File: src/rtl/ps2_pkg.sv
// Shared types and constants for the PS/2 scancode receiver.
package ps2_pkg;

  typedef enum logic [1:0] {IDLE, DATA, PARITY, STOP} state_t;

  localparam logic [7:0]  PFX_EXT    = 8'hE0;
  localparam logic [7:0]  PFX_REL    = 8'hF0;
  localparam logic [7:0]  PFX_PAUSE  = 8'hE1;
  localparam logic [7:0]  KEY_PAUSE  = 8'h77;
  localparam int unsigned PAUSE_TAIL = 7;

  // Device response bytes that are reported on status_strobe instead of key_strobe.
  function automatic logic is_status(input logic [7:0] b);
    case (b)
      8'h00, 8'hAA, 8'hEE, 8'hFA, 8'hFC, 8'hFE, 8'hFF: return 1'b1;
      default: return 1'b0;
    endcase
  endfunction

endpackage

File: src/rtl/ps2_line_filter.sv
// Two-flop synchronizer plus FILTER_LEN-deep equality filter for one PS/2 line.
// fall pulses for one cycle when the filtered level goes 1->0.
module ps2_line_filter #(
  parameter int unsigned FILTER_LEN = 8
) (
  input  logic clk,
  input  logic rst,
  input  logic pin,
  output logic level,
  output logic fall
);

  logic [1:0]            sync;
  logic [FILTER_LEN-1:0] hist;
  logic [FILTER_LEN-1:0] hist_next;

  assign hist_next = {hist[FILTER_LEN-2:0], sync[1]};

  // Level only moves once the whole history window agrees.
  always_ff @(posedge clk or posedge rst) begin
    if (rst) begin
      sync  <= 2'b11;
      hist  <= '1;
      level <= 1'b1;
      fall  <= 1'b0;
    end else begin
      sync <= {sync[0], pin};
      hist <= hist_next;
      fall <= 1'b0;
      if (&hist_next) begin
        level <= 1'b1;
      end else if (~|hist_next) begin
        level <= 1'b0;
        fall  <= level;
      end
    end
  end

endmodule

File: src/rtl/ps2_scancode_rx.sv
// PS/2 device-to-host receiver: filtered pins, 11-bit frame check with timeout, prefix collapsing.
// Define PS2_TYPEMATIC_FILTER_EN to suppress auto-repeated make codes.
module ps2_scancode_rx
  import ps2_pkg::*;
#(
  parameter int unsigned CLK_KHZ    = 28000,
  parameter int unsigned FILTER_LEN = 8,
  parameter int unsigned TIMEOUT_US = 2000
) (
  input  logic       clk_sys,
  input  logic       reset,
  input  logic       ps2_kbd_clk,
  input  logic       ps2_kbd_data,
  output logic       key_strobe,
  output logic [7:0] code,
  output logic       extended,
  output logic       release_btn,
  output logic       status_strobe,
  output logic       frame_err,
  output logic [7:0] err_cnt
);

  localparam int unsigned TO_CYCLES = CLK_KHZ * TIMEOUT_US / 1000;
  localparam int unsigned TO_W      = $clog2(TO_CYCLES + 1);

  logic clk_level, clk_fall, data_level, data_fall, unused_lines;

  ps2_line_filter #(.FILTER_LEN(FILTER_LEN)) u_clk_filt (
    .clk(clk_sys), .rst(reset), .pin(ps2_kbd_clk), .level(clk_level), .fall(clk_fall)
  );
  ps2_line_filter #(.FILTER_LEN(FILTER_LEN)) u_data_filt (
    .clk(clk_sys), .rst(reset), .pin(ps2_kbd_data), .level(data_level), .fall(data_fall)
  );

  assign unused_lines = clk_level ^ data_fall;

  state_t          state_q, state_d;
  logic [2:0]      bitcnt_q, bitcnt_d;
  logic [7:0]      shreg_q, shreg_d, rx_byte_q, rx_byte_d;
  logic            par_q, par_d, rx_vld_q, rx_vld_d, err_d;
  logic [TO_W-1:0] to_q, to_d;

  // Frame FSM: advances only on filtered clock falls; timeout aborts a stalled frame.
  always_comb begin
    state_d   = state_q;
    bitcnt_d  = bitcnt_q;
    shreg_d   = shreg_q;
    par_d     = par_q;
    rx_vld_d  = 1'b0;
    rx_byte_d = rx_byte_q;
    err_d     = 1'b0;
    to_d      = (state_q == IDLE || clk_fall) ? '0 : to_q + TO_W'(1);
    if (clk_fall) begin
      case (state_q)
        IDLE: if (!data_level) begin
          state_d  = DATA;
          bitcnt_d = 3'd0;
        end
        DATA: begin
          shreg_d  = {data_level, shreg_q[7:1]};
          bitcnt_d = bitcnt_q + 3'd1;
          if (bitcnt_q == 3'd7) state_d = PARITY;
        end
        PARITY: begin
          par_d   = data_level;
          state_d = STOP;
        end
        STOP: begin
          state_d = IDLE;
          if (data_level && (^{par_q, shreg_q})) begin
            rx_vld_d  = 1'b1;
            rx_byte_d = shreg_q;
          end else begin
            err_d = 1'b1;
          end
        end
        default: state_d = IDLE;
      endcase
    end else if (state_q != IDLE && to_q == TO_W'(TO_CYCLES - 1)) begin
      err_d   = 1'b1;
      state_d = IDLE;
    end
  end

  always_ff @(posedge clk_sys or posedge reset) begin
    if (reset) begin
      state_q   <= IDLE;
      bitcnt_q  <= '0;
      shreg_q   <= '0;
      par_q     <= 1'b0;
      to_q      <= '0;
      rx_vld_q  <= 1'b0;
      rx_byte_q <= '0;
      frame_err <= 1'b0;
      err_cnt   <= '0;
    end else begin
      state_q   <= state_d;
      bitcnt_q  <= bitcnt_d;
      shreg_q   <= shreg_d;
      par_q     <= par_d;
      to_q      <= to_d;
      rx_vld_q  <= rx_vld_d;
      rx_byte_q <= rx_byte_d;
      frame_err <= err_d;
      if (err_d && err_cnt != 8'hFF) err_cnt <= err_cnt + 8'd1;
    end
  end

  logic       ext_q, ext_d, rel_q, rel_d, repeat_make;
  logic [2:0] pause_q, pause_d;
  logic       key_d, status_d, ext_out_d, rel_out_d;
  logic [7:0] code_d;

`ifdef PS2_TYPEMATIC_FILTER_EN
  logic       plain_key, last_vld_q, last_vld_d;
  logic [8:0] last_key_q, last_key_d;

  assign plain_key = rx_vld_q && pause_q == 3'd0 && rx_byte_q != PFX_PAUSE &&
                     rx_byte_q != PFX_EXT && rx_byte_q != PFX_REL && !is_status(rx_byte_q);
  assign repeat_make = !rel_q && last_vld_q && (last_key_q == {ext_q, rx_byte_q});

  // Remember the last make; its own break forgets it.
  always_comb begin
    last_vld_d = last_vld_q;
    last_key_d = last_key_q;
    if (plain_key) begin
      if (!rel_q) begin
        last_vld_d = 1'b1;
        last_key_d = {ext_q, rx_byte_q};
      end else if (last_key_q == {ext_q, rx_byte_q}) begin
        last_vld_d = 1'b0;
      end
    end
  end

  always_ff @(posedge clk_sys or posedge reset) begin
    if (reset) begin
      last_vld_q <= 1'b0;
      last_key_q <= '0;
    end else begin
      last_vld_q <= last_vld_d;
      last_key_q <= last_key_d;
    end
  end
`else
  assign repeat_make = 1'b0;
`endif

  // Byte decoder: Pause tail swallowing, prefix flags, status vs key classification.
  always_comb begin
    ext_d     = ext_q;
    rel_d     = rel_q;
    pause_d   = pause_q;
    key_d     = 1'b0;
    status_d  = 1'b0;
    code_d    = code;
    ext_out_d = extended;
    rel_out_d = release_btn;
    if (rx_vld_q) begin
      if (pause_q != 3'd0) begin
        pause_d = pause_q - 3'd1;
        if (pause_q == 3'd1) begin
          key_d     = 1'b1;
          code_d    = KEY_PAUSE;
          ext_out_d = 1'b1;
          rel_out_d = 1'b0;
        end
      end else if (rx_byte_q == PFX_PAUSE) begin
        pause_d = 3'(PAUSE_TAIL);
      end else if (rx_byte_q == PFX_EXT) begin
        ext_d = 1'b1;
      end else if (rx_byte_q == PFX_REL) begin
        rel_d = 1'b1;
      end else begin
        ext_d = 1'b0;
        rel_d = 1'b0;
        if (is_status(rx_byte_q)) begin
          status_d = 1'b1;
          code_d   = rx_byte_q;
        end else if (!repeat_make) begin
          key_d     = 1'b1;
          code_d    = rx_byte_q;
          ext_out_d = ext_q;
          rel_out_d = rel_q;
        end
      end
    end
  end

  always_ff @(posedge clk_sys or posedge reset) begin
    if (reset) begin
      ext_q         <= 1'b0;
      rel_q         <= 1'b0;
      pause_q       <= '0;
      key_strobe    <= 1'b0;
      status_strobe <= 1'b0;
      code          <= '0;
      extended      <= 1'b0;
      release_btn   <= 1'b0;
    end else begin
      ext_q         <= ext_d;
      rel_q         <= rel_d;
      pause_q       <= pause_d;
      key_strobe    <= key_d;
      status_strobe <= status_d;
      code          <= code_d;
      extended      <= ext_out_d;
      release_btn   <= rel_out_d;
    end
  end

endmodule

File: config.mk
export PLATFORM = sky130hd
export DESIGN_NAME = ps2_scancode_rx
export DESIGN_NICKNAME = d
export VERILOG_FILES = /design/src/rtl/ps2_pkg.sv /design/src/rtl/ps2_line_filter.sv /design/src/rtl/ps2_scancode_rx.sv
export SDC_FILE = /design/constraint.sdc
export NUM_CORES = 1
export LEC_CHECK = 0
export CAP_MARGIN = 20
export CORE_MARGIN = 2
export CORE_UTILIZATION = 30
export CTS_CLUSTER_SIZE = 12
export DETAILED_ROUTE_END_ITERATION = 12
export MAX_ROUTING_LAYER = met4
export PLACE_DENSITY_LB_ADDON = 0.08
export SLEW_MARGIN = 10
export SYNTH_ARGS = -nofsm -noshare
export SYNTH_HDL_FRONTEND = slang
export SYNTH_SLANG_ARGS = --single-unit
File: constraint.sdc
create_clock -name clk_sys -period 6.6 [get_ports clk_sys]
set_input_delay 1.32 -clock clk_sys [delete_from_list [all_inputs] [get_ports clk_sys]]
set_output_delay 1.32 -clock clk_sys [all_outputs]
set_load 0.02 [all_outputs]
==> results.sh, run 1 <==
export IMPL_antenna_found_initial=0
export IMPL_cts_resized=0
export IMPL_io_pins=25
export IMPL_cts_root_buf="clkbuf_16"
export IMPL_setup_ws_ns=3.83
export IMPL_yosysWarnings=0
export IMPL_cts_sinks=86
export IMPL_clock_skew_ns=0.00634
export IMPL_portBuffers=24
export IMPL_core_um2=12600
export IMPL_grt_max_degree=49
export IMPL_end_kind="output port"
export IMPL_dp_cells=527
export IMPL_grt_pass1_wl_um=12800
export IMPL_cts_max_path_buffers=2
export IMPL_hold_viol=0
export IMPL_cts_hold_buf=0
export IMPL_antenna_left=0
export IMPL_synth_seq_cells=86
export IMPL_nNetsFinal=382
export IMPL_hold_path_class="register to register"
export IMPL_fillers=1290
export IMPL_final_cell_count_no_fill=544
export IMPL_tightestPinTransition_ns=0.819
export IMPL_yosysMostFrequentCell="dfrtp_1"
export IMPL_place_hpwl_um=5030
export IMPL_ys_flop_type="dfrtp_1"
export IMPL_drive_above_1_share=0.188
export IMPL_synth_edf_count=0
export IMPL_grt_usage=0.120
export IMPL_wl_um=7490
export IMPL_clk_latency_ns=0.34
export IMPL_syn_avg_cell_area_um2=11.6
export IMPL_syn_inst=337
export IMPL_slew_headroom=0.451
export IMPL_firstDrtPassIters=4
export IMPL_critPathSlowestCell="clkdlybuf4s50_1"
export IMPL_cts_made_buffers=9
export IMPL_dieArea_um2=13900
export IMPL_synth_top_cell_area_share=0.424
export IMPL_cts_tree="done"
export IMPL_outcome="finished, final reports clean"
export IMPL_diodes=0
export IMPL_critical_path_max_stage_delay_ns=0.65
export IMPL_synthArstFlopShare=1.00
export IMPL_regToRegSetupSlack_ns=4.00
export IMPL_cp_cell_sequence="clkdlybuf4s50_1"
export IMPL_drc=0
export IMPL_ys_top_cells_by_area="dfrtp_1 (42%), dfstp_2 (14%), ha_1 (3.5%)"
export IMPL_rows=41
export IMPL_power_uw=1110
export IMPL_rsz0062_at_grt="no"
export IMPL_period_share=0.420
export IMPL_preCtsSetupSlack_ns=3.67
export IMPL_synth_seq_area_share=0.559
export IMPL_fp_dieH_um=118
export IMPL_layout_min_cycle_time_ns=2.77
export IMPL_via_per_inst=4.60
export IMPL_critPathBufInv=1
export IMPL_ir_drop_v=0.000102
export IMPL_drt_iter0_drc=159
export IMPL_die_w_um=118
export IMPL_power_density_nw_per_um2=238
export IMPL_yosysTopAreaCell="dfrtp_1"
export IMPL_cts_setup_buffers=0
export IMPL_area_delta_synth_final_pct=19.7
export IMPL_path_class="register to output port"
export IMPL_grt_pass1_vias=2543
export IMPL_syn_nets=352
export IMPL_drv_slew=0
export IMPL_cp_max_fo=6
export IMPL_fin_tns_setup_ns=0
export IMPL_p_leak_uw=0.00205
export IMPL_via_count=2503
export IMPL_wl_per_cell_um=13.8
export IMPL_gp_congestion=0.724
export IMPL_syn_cell_area_um2=3890
export IMPL_fmax_ghz=0.361
export IMPL_start_util=0.308
export IMPL_worstPathRequired_ns=5.28
export IMPL_htreeDepth=3
export IMPL_cp_arrival_ns=1.45
export IMPL_finalSetupViolCount=0
export IMPL_path_clk_slew_ns=0.06
export IMPL_overflow=0
export IMPL_synthTopCellsByCount="dfrtp_1 (66), nand2_1 (31), nor2_1 (24)"
export IMPL_critPathTopFamily="buffers and inverters"
export IMPL_start_kind="register"
export IMPL_yosysUniqueCellTypes=59
export IMPL_drv_cap=0
-- power by group --
group          leakage, uW  internal, uW  switching (uW)  total, uW
combinational     0.000767          2.97            11.4       14.4
clock             0.000154           329             222        551
sequential         0.00113           539            4.31        543
total              0.00205           871             238       1110
-- state kept, by name, indices dropped and copies added (netlist names), 2 cells and up --
name and cells:
bitcnt_q 3, code 8, err_cnt 8, pause_q 3, rx_byte_q 8, shreg_q 8
state_q 2, to_q 16, u_clk_filt.hist 7, u_clk_filt.sync 2, u_data_filt.hist 7, u_data_filt.sync 2
-- layer usage --
metal,global-route usage,part of all wire
met5,-,0
met1,0.157,0.51
met4,0.0572,0.021
met3,0.0349,0.032
met2,0.170,0.44
-- kinds of logic (layout without fill, tap and decap cells) --
family                     after synthesis  in the layout  synth area share
and+or+nand+nor                        119            119             0.176
muxes                                   16             16            0.0476
AOI/OAI and AO/OA                       54             54            0.0919
adders and majority gates               11             11            0.0354
DFF                                     86             86             0.559
xor gates and xnor gates                24             24            0.0633
buffers and inverters                   27             62            0.0264
-- worst paths after layout --
check	from	end	depth (start not counted)
min reg2reg	u_data_filt.sync[0]$_DFF_PP1_	u_data_filt.sync[1]$_DFF_PP1_	0
max	err_cnt[2]$_DFFE_PP0P_	err_cnt[2]	1
max in group asynchronous	reset	shreg_q[6]$_DFFE_PP0P_	3
min in group asynchronous	reset	err_cnt[6]$_DFFE_PP0P_	2
min	u_data_filt.sync[0]$_DFF_PP1_	u_data_filt.sync[1]$_DFF_PP1_	0
max reg2reg	state_q[0]$_DFFE_PP0P_	err_cnt[6]$_DFFE_PP0P_	8
-- area by class of cell --
| class | instances | area, um2 | share of cell area |
|---|---|---|---|
| multi-input cells | 224 | 1610 | 0.346 |
| inverters | 20 | 76.3 | 0.0164 |
| well taps | 172 | 215 | 0.0462 |
| clock buffers | 11 | 264 | 0.0566 |
| flip-flops and latches | 86 | 2180 | 0.467 |
| repair buffers | 26 | 253 | 0.0542 |
| clock inverters | 5 | 62.6 | 0.0134 |
-- through the flow --
| step | instance area, um2 | utilization | hold WS, ns |
|---|---|---|---|
| 6_report | 4660 | 0.369 | 0.356 |
| 5_1_grt | 4660 | 0.369 | 0.361 |
| 4_1_cts | 4660 | 0.369 | 0.357 |
| 3_5_place_dp | 4330 | 0.343 | 0.348 |
| 3_3_place_gp | 4330 | 0.343 | 0.347 |
| 2_1_floorplan | 3890 | - | 0.345 |
-- cell usage in the layout (no fill, tap or decap), types with 8 or more instances in the layout --
| cell type | instances |
|---|---|
| nand3_1 | 13 |
| dfstp_2 | 20 |
| inv_1 | 19 |
| ha_1 | 11 |
| xor2_1 | 11 |
| nand2_1 | 31 |
| nor2_1 | 24 |
| and3_1 | 9 |
| a21oi_1 | 8 |
| clkbuf_16 | 10 |
| mux2_2 | 12 |
| o21ai_0 | 16 |
| dfrtp_1 | 66 |
| clkdlybuf4s50_1 | 24 |
| xnor2_1 | 10 |
No activity file was read; power rests on OpenSTA's default activity.
==> run 2, diff against run 1 <==
==> constraint.sdc (replaced) <==
create_clock -name clk_sys -period 2.7 [get_ports clk_sys]
set_input_delay 0.54 -clock clk_sys [delete_from_list [all_inputs] [get_ports clk_sys]]
set_output_delay 0.54 -clock clk_sys [all_outputs]
set_load 0.02 [all_outputs]
==> run 2 against run 1 <==
Compared with the run above:
- global-route usage hardly changed
- power grew to 2.5 times the previous value
- sequential share of layout area is 0.98 points lower
- sequential cell count stayed put
- worst hold slack worse by 0.0042 ns
- wire length is 0.15% higher
- final area is 2.1% higher
- core utilization is 0.79 points higher
- combinational power grew to 3.0 times the previous value
==> results.sh, run 2 (synthesis gave the netlist of run 1 again) <==
export IMPL_outcome="finished, final reports clean"
export IMPL_ir_drop_v=0.000339
export IMPL_rows=41
export IMPL_start_kind="register"
export IMPL_dp_cells=533
export IMPL_seq_power_share=0.475
export IMPL_cts_tree="done"
export IMPL_path_clk_slew_ns=0.07
export IMPL_drv_slew=0
export IMPL_grt_max_degree=27
export IMPL_antenna_found_initial=0
export IMPL_path_class="register to register"
export IMPL_dieArea_um2=13900
export IMPL_cp_max_fo=10
export IMPL_area_delta_synth_final_pct=22.3
export IMPL_finalSetupViolCount=0
export IMPL_fin_tns_setup_ns=0
export IMPL_core_um2=12600
export IMPL_htreeDepth=3
export IMPL_setup_ws_ns=0.293
export IMPL_nNetsFinal=388
export IMPL_cts_sinks=86
export IMPL_hold_viol=0
export IMPL_clk_latency_ns=0.34
export IMPL_r2r_start="state_q[0]$_DFFE_PP0P_"
export IMPL_wl_per_cell_um=13.6
export IMPL_firstDrtPassIters=4
export IMPL_cts_setup_buffers=0
export IMPL_place_hpwl_um=5130
export IMPL_via_count=2495
export IMPL_gp_congestion=0.743
export IMPL_drc=0
export IMPL_cp_cell_sequence="inv_1 > ha_1 > nand4bb_1 > nand2b_1 > o311a_1 > nor3_4 > buf_4 > nand4_2 > mux2_4"
export IMPL_drt_iter0_drc=92
export IMPL_rsz0062_at_grt="no"
export IMPL_tightestPinTransition_ns=0.636
export IMPL_diodes=0
export IMPL_switchingPower_uw=574
export IMPL_slew_headroom=0.575
export IMPL_internal_power_uw=2220
export IMPL_largest_reg_flops=16
export IMPL_grt_pass1_vias=2561
export IMPL_netSwitchingFraction=0.205
export IMPL_critical_path_max_stage_delay_ns=0.40
export IMPL_cts_max_path_buffers=2
export IMPL_p_comb_frac=0.015
export IMPL_critPathSlowestCell="dfrtp_1"
export IMPL_hold_start="u_clk_filt.sync[0]$_DFF_PP1_"
export IMPL_p_clk_frac=0.510
export IMPL_fmax_ghz=0.415
export IMPL_cp_arrival_ns=2.64
export IMPL_cp_startpoint="state_q[0]$_DFFE_PP0P_"
export IMPL_preCtsSetupSlack_ns=0.298
export IMPL_fp_dieH_um=118
export IMPL_antenna_left=0
export IMPL_overflow=0
export IMPL_p_leak_uw=0.00211
export IMPL_layout_commonest_cell="dfrtp_1"
export IMPL_io_pins=25
export IMPL_layout_common_cells="dfrtp_1 (66), nand2_1 (31), nor2_1 (24), clkdlybuf4s50_1 (24), dfstp_2 (20)"
export IMPL_die_w_um=118
export IMPL_layout_min_cycle_time_ns=2.41
export IMPL_start_util=0.308
export IMPL_end_kind="register"
export IMPL_grt_pass1_wl_um=12900
export IMPL_drv_cap=0
export IMPL_power_density_nw_per_um2=587
export IMPL_period_share=0.892
export IMPL_portBuffers=24
export IMPL_dpl_cell_area_um2=4400
export IMPL_worstPathRequired_ns=2.93
export IMPL_cts_hold_buf=0
export IMPL_cts_root_buf="clkbuf_16"
export IMPL_clock_skew_ns=0.00753
export IMPL_regMostFlops="to_q"
export IMPL_whs_ns=0.352
export IMPL_cts_made_buffers=9
export IMPL_cts_resized=0
export IMPL_drive_above_1_share=0.201
export IMPL_final_cell_count_no_fill=550
export IMPL_wl_um=7500
export IMPL_via_per_inst=4.54
export IMPL_fin_area_um2=4760
export IMPL_grt_usage=0.120
export IMPL_hold_path_class="register to register"
==> run 2: changes by cell type in the layout (fill, tap and decap cells not counted), sizes merged <==
cell	before	now
clkbuf	11	12
buf	2	8
clkinvlp	2	1
==> run 2: path summary, 6_finish.rpt <==
kind	cells past startpoint	slack (ns)	end
setup reg to reg	9	0.29	err_cnt[6]$_DFFE_PP0P_
min in group asynchronous	2	0.64	to_q[15]$_DFF_PP0_
max in group asynchronous	3	1.46	pause_q[2]$_DFFE_PP0P_
hold / removal	0	0.35	u_clk_filt.sync[1]$_DFF_PP1_
setup / recovery	9	0.29	err_cnt[6]$_DFFE_PP0P_
hold reg to reg	0	0.35	u_clk_filt.sync[1]$_DFF_PP1_
==> run 2: metal layers <==
layer / global-route usage / vias up / wire length (um)
met5: - / - / 0
met3: 0.0392 / 7 / 226
met1: 0.163 / 1221 / 3950
li1: - / 1243 / -
met4: 0.0407 / 0 / 104
met2: 0.168 / 24 / 3220
==> run 2: stage by stage <==
step	util	power (uW)
4_1_cts	0.377	2850
2_1_floorplan	-	1370
3_3_place_gp	0.349	1400
5_1_grt	0.377	2920
3_5_place_dp	0.349	1400
6_report	0.377	2800
==> run 2: area by class of cell <==
cell class | instances | area (um2)
repair buffers | 32 | 323
multi-input cells | 224 | 1610
well taps | 172 | 215
inverters | 20 | 78.8
clock inverters | 4 | 53.8
fillers | 1273 | 7860
clock buffers | 12 | 300
flip-flops and latches | 86 | 2180
==> run 2: power by group through the flow <==
stage          sequential, uW  clock (uW)  combinational [uW]
2_1_floorplan            1350           0                23.1
3_3_place_gp             1350           0                46.3
3_5_place_dp             1350           0                46.1
4_1_cts                  1330        1480                46.1
5_1_grt                  1330        1540                50.7
6_report                 1330        1430                43.0
==> run 2: critical path, delay by kind of cell, from the launching register on <==
| kind | cells | cell delay, ns |
|---|---|---|
| and+or+nand+nor | 4 | 0.77 |
| adders and majority gates | 1 | 0.21 |
| AOI/OAI and AO/OA | 1 | 0.32 |
| muxes | 1 | 0.31 |
| DFF | 1 | 0.40 |
| buffers and inverters | 2 | 0.28 |
